--- config.mk ---
export PLATFORM = sky130hd
export DESIGN_NAME = tile_scheduler
export DESIGN_NICKNAME = d
export VERILOG_FILES = /design/src/rtl/tile_sched_pkg.sv /design/src/rtl/tile_scheduler_rise.sv /design/src/rtl/tile_scheduler.sv
export SDC_FILE = /design/constraint.sdc
export NUM_CORES = 1
export LEC_CHECK = 0
export CORE_ASPECT_RATIO = 0.5
export CORE_MARGIN = 1
export CORE_UTILIZATION = 53
export DETAILED_ROUTE_END_ITERATION = 8
export PLACE_DENSITY = 0.84
export SYNTH_ARGS = -nofsm -noshare
export SYNTH_HDL_FRONTEND = slang
export SYNTH_SLANG_ARGS = --single-unit
--- constraint.sdc ---
create_clock -name i_clk -period 3.57 [get_ports i_clk]
set_input_delay 0.357 -clock i_clk [delete_from_list [all_inputs] [get_ports i_clk]]
set_output_delay 0.357 -clock i_clk [all_outputs]
set_load 0.01 [all_outputs]
--- src/rtl/tile_sched_pkg.sv ---
// Shared state encoding and default parameters for the tile scheduler.
// The optional watchdog is enabled with TILE_SCHED_TIMEOUT_EN.
package tile_sched_pkg;

    localparam int DEF_ADDR_WIDTH     = 8;
    localparam int DEF_TILE_CNT_WIDTH = 8;
    localparam int DEF_TIMEOUT_CYCLES = 1024;

    typedef enum logic [2:0] {
        IDLE,
        CLEAR,
        ROUTE,
        WAIT_DONE,
        NEXT,
        FINISH
    } state_t;

endpackage

--- src/rtl/tile_scheduler_rise.sv ---
// Rising-edge detector for the output-router done level.
module rise_detect (
    input  logic clk,
    input  logic rst,
    input  logic level,
    output logic rise
);

    logic prev;

    always_ff @(posedge clk or posedge rst) begin
        if (rst) begin
            prev <= 1'b0;
        end else begin
            prev <= level;
        end
    end

    assign rise = level & ~prev;

endmodule

--- src/rtl/tile_scheduler.sv ---
// Sequences clear/route/wait steps per tile for the array controller.
// Define TILE_SCHED_TIMEOUT_EN to enable the WAIT_DONE watchdog and o_err.
module tile_scheduler
    import tile_sched_pkg::*;
#(
    parameter int ADDR_WIDTH     = DEF_ADDR_WIDTH,
    parameter int TILE_CNT_WIDTH = DEF_TILE_CNT_WIDTH,
    parameter int TIMEOUT_CYCLES = DEF_TIMEOUT_CYCLES
) (
    input  logic                      i_clk,
    input  logic                      i_rst,
    input  logic                      i_start,
    input  logic                      i_abort,
    input  logic [TILE_CNT_WIDTH-1:0] i_tile_count,
    input  logic [ADDR_WIDTH-1:0]     i_route_size,
    input  logic                      i_or_done,
    output logic                      o_reg_clear,
    output logic                      o_route_en,
    output logic [ADDR_WIDTH-1:0]     o_route_size,
    output logic [TILE_CNT_WIDTH-1:0] o_tile_idx,
    output logic                      o_busy,
    output logic                      o_done,
    output logic                      o_err
);

    state_t                    state;
    logic [TILE_CNT_WIDTH-1:0] tile_cnt;
    logic                      or_rise;

`ifdef TILE_SCHED_TIMEOUT_EN
    localparam int TMO_W = (TIMEOUT_CYCLES > 2) ? $clog2(TIMEOUT_CYCLES) : 1;
    logic [TMO_W-1:0] tmo_cnt;
`else
    assign o_err = 1'b0;
`endif

    rise_detect u_rise (
        .clk   (i_clk),
        .rst   (i_rst),
        .level (i_or_done),
        .rise  (or_rise)
    );

    always_ff @(posedge i_clk or posedge i_rst) begin
        if (i_rst) begin
            state        <= IDLE;
            tile_cnt     <= '0;
            o_reg_clear  <= 1'b0;
            o_route_en   <= 1'b0;
            o_route_size <= '0;
            o_tile_idx   <= '0;
            o_busy       <= 1'b0;
            o_done       <= 1'b0;
`ifdef TILE_SCHED_TIMEOUT_EN
            o_err        <= 1'b0;
            tmo_cnt      <= '0;
`endif
        end else begin
            o_reg_clear <= 1'b0;
            o_route_en  <= 1'b0;
            o_done      <= 1'b0;
            // Abort beats every other transition once a job is active.
            if (state != IDLE && i_abort) begin
                state       <= IDLE;
                o_busy      <= 1'b0;
                o_reg_clear <= 1'b1;
            end else begin
                unique case (state)
                    IDLE: begin
                        if (i_start && !i_abort) begin
                            if (i_tile_count != '0) begin
                                tile_cnt     <= i_tile_count;
                                o_route_size <= i_route_size;
                                o_tile_idx   <= '0;
                                o_reg_clear  <= 1'b1;
                                o_busy       <= 1'b1;
                                state        <= CLEAR;
`ifdef TILE_SCHED_TIMEOUT_EN
                                o_err        <= 1'b0;
`endif
                            end else begin
                                o_done <= 1'b1;
                            end
                        end
                    end
                    CLEAR: begin
                        o_route_en <= 1'b1;
                        state      <= ROUTE;
                    end
                    ROUTE: begin
                        state <= WAIT_DONE;
`ifdef TILE_SCHED_TIMEOUT_EN
                        tmo_cnt <= '0;
`endif
                    end
                    WAIT_DONE: begin
                        if (or_rise) begin
                            state <= NEXT;
`ifdef TILE_SCHED_TIMEOUT_EN
                        end else if (tmo_cnt == TMO_W'(TIMEOUT_CYCLES - 1)) begin
                            o_err  <= 1'b1;
                            o_done <= 1'b1;
                            state  <= FINISH;
                        end else begin
                            tmo_cnt <= tmo_cnt + 1'b1;
`endif
                        end
                    end
                    NEXT: begin
                        if (o_tile_idx == tile_cnt - TILE_CNT_WIDTH'(1)) begin
                            o_done <= 1'b1;
                            state  <= FINISH;
                        end else begin
                            o_tile_idx  <= o_tile_idx + 1'b1;
                            o_reg_clear <= 1'b1;
                            state       <= CLEAR;
                        end
                    end
                    FINISH: begin
                        o_busy <= 1'b0;
                        state  <= IDLE;
                    end
                    default: begin
                        o_busy <= 1'b0;
                        state  <= IDLE;
                    end
                endcase
            end
        end
    end

endmodule

==> flow_summary.yaml <==
finish:
  n_fill_cell: 222
  final_nets: 259
  n_antenna_cell: 0
  drive_above_1_share_pct: 8.90
  area_delta_synth_final_pct: 27.4
  utilization_pct: 73.0
global_routing:
  gr-usage-all-layers_pct: 23.4
  first_global_vias: 1376
  antenna_found_initial: 0
  grt_max_degree: 33
  grt-ovfl-total: 0
  grt_pass1_wl_um: 6510
critical_path:
  cp-end-kind: "register"
  path_class: "reg -> reg"
  start_kind: "register"
  cp.arrival_ns: 2.85
  cp_max_fo: 11
  rrSetupSlack_ns: 0.88
  cp.required_ns: 3.73
timing:
  setup_tns_ns: 0
  max_freq_mhz: 371
  slew_headroom_pct: 48.2
  final_hold_viol_count: 0
  period_share_pct: 75.5
  setup_viol: 0
  fin_worst_skew_ns: 0.00397
  finalMaxSlewViolations: 0
  period_minus_slack_ns: 2.69
  rsz0062_at_grt: "false"
  tightest_slew_ns: 0.776
synth:
  yosys-top-cells-count: "nand2_1, dfrtp_1, nor2_1, o21ai_0, inv_1"
  yosysTopAreaCellShare_pct: 45.3
  synth_warnings: 0
  yosysTopAreaCell: "dfrtp_1"
  ys_types: 48
  synth_most_common_cell: "nand2_1"
  synthCells: 200
  ys_async_sr_fraction_pct: 100
  syn_area_per_cell_um2: 8.83
  ys_seq_area_share_pct: 45.3
  synth-edff-count: 0
  synthesis.area_um2: 1770
  synth.area.top_cells: "dfrtp_1, nand2_1, mux2i_1, o21ai_0, xor2_1"
  syn-num-nets: 223
  synth_top_flop_cell: "dfrtp_1"
  synth-seq-cells: 32
power:
  peakVddDrop_mv: 0.289
  leakagePower_uw: 0.00103
  power_density_nw_per_um2: 461
placement:
  gp_congestion: 0.823
  dp_hpwl_um: 2650
  io_buffers: 40
cts:
  path_clk_slew_ns: 0.07
  post_cts_resized: 0
  clockBufferDepth: 2
  cts_tree: "built"
  htree_levels: 2
  ctsHoldBuffers: 0
  postCtsSetupRepairBufs: 0
  clock_latency_ns: 0.28
  clockRootBuffer: "clkbuf_8"
  cts_buffers: 5
  cts.sinks: 32
die:
  dieArea_um2: 3580
  die_h_um: 42.8
  core-area_um2: 3080
  ios: 42
  fp.dieW_um: 83.7
  initial_core_util_pct: 57.3
  std_cell_rows: 14
route:
  drc: 0
  drt_iter0_markers: 89
  postRouteWirelength_um: 3810
  postRouteAntennaNets: 0
  dr.pass1.iters: 4
  wl_per_cell_um: 13.8
  viasPerCell: 5.50
  vias: 1518
status:
  status: "complete, no violations"
flow_run:
  max_cap_violations: 0
hold_path:
  hold_class: "in -> async"
[critical path, cell delays in order, from the launching register on]
cell and delay [ns]:
dfrtp_1 0.45, inv_1 0.11, ha_1 0.32, xor2_1 0.19, nor2_1 0.06, a211oi_1 0.30
a2111oi_2 0.10, a21oi_1 0.65, nand4_1 0.23, mux2i_1 0.16
[flip-flops by register name, summed over array words and instances, names as in the netlist]
name,flops
state,3
o_route_size,8
o_reg_clear,1
o_busy,1
o_route_en,1
o_tile_idx,8
o_done,1
u_rise.prev,1
tile_cnt,8
[cell usage in the layout, fill, tap and decap left out, drive strengths merged, types with 3 or more instances in the layout]
cell type,n
dfrtp,32
nor3,3
clkdlybuf4s50,40
nand3,3
o21ai,10
a211oi,3
nor2,10
and3,4
clkbuf,7
a21oi,6
and2,3
inv,7
xnor2,3
nand2,60
mux2i,6
nor4,4
xor2,5
nand4,4
[worst paths after layout]
check	cells after the start	end	start
worst min register to register	2	o_route_size[2]	o_route_size[2]
worst min-delay path	3	o_route_size[4]	i_rst
worst max-delay path	9	o_tile_idx[7]	tile_cnt[0]
worst max register to register	9	o_tile_idx[7]	tile_cnt[0]
min in group i_clk	2	o_route_size[2]	o_route_size[2]
max in group asynchronous	3	o_done	i_rst
[per-layer routing]
layer / GRT usage, % / up-vias / routed length, µm
met5: 0 / - / 0
met4: 5.76 / 0 / 8
met3: 6.42 / 3 / 201
met2: 36.9 / 36 / 1760
met1: 32.5 / 730 / 1840
li1: - / 749 / -
[through the flow]
stage                     worst slack (ns)  instance area [µm²]  power [µW]  hold slack, ns  cells
after global placement                1.14                 2150         731           0.458    269
after floorplan                       1.44                 1770         635           0.388    200
final                                0.876                 2250        1040           0.459    276
after detailed placement             0.938                 2150         742           0.462    269
after CTS                            0.917                 2250        1040           0.471    276
after global routing                 0.726                 2250        1100           0.504    276
[where the power goes]
part	leakage, µW	internal (µW)	switching (µW)
Sequential	0.000412	410	52.8
Clock	0.0000503	172	127
Combinational	0.000566	141	135
[logic make-up after synthesis]
family,count (synthesis),share of synthesized area (%)
compound gates,28,11.0
xor+xnor,8,3.97
fa+ha+maj,2,1.42
buf+inv,20,5.88
flops,32,45.3
mux,6,3.40
other cells,1,0.212
simple gates,103,28.8
[final cells by class]
| cell class | count | area [µm²] | area share (%) |
|---|---|---|---|
| clock buffer | 7 | 96.3 | 4.28 |
| multi-input combinational | 148 | 862 | 38.3 |
| timing repair buffer | 42 | 415 | 18.5 |
| sequential | 32 | 801 | 35.6 |
| tap | 40 | 50.0 | 2.22 |
| inverter | 7 | 26.3 | 1.17 |
(Power assumes the default switching activity.)
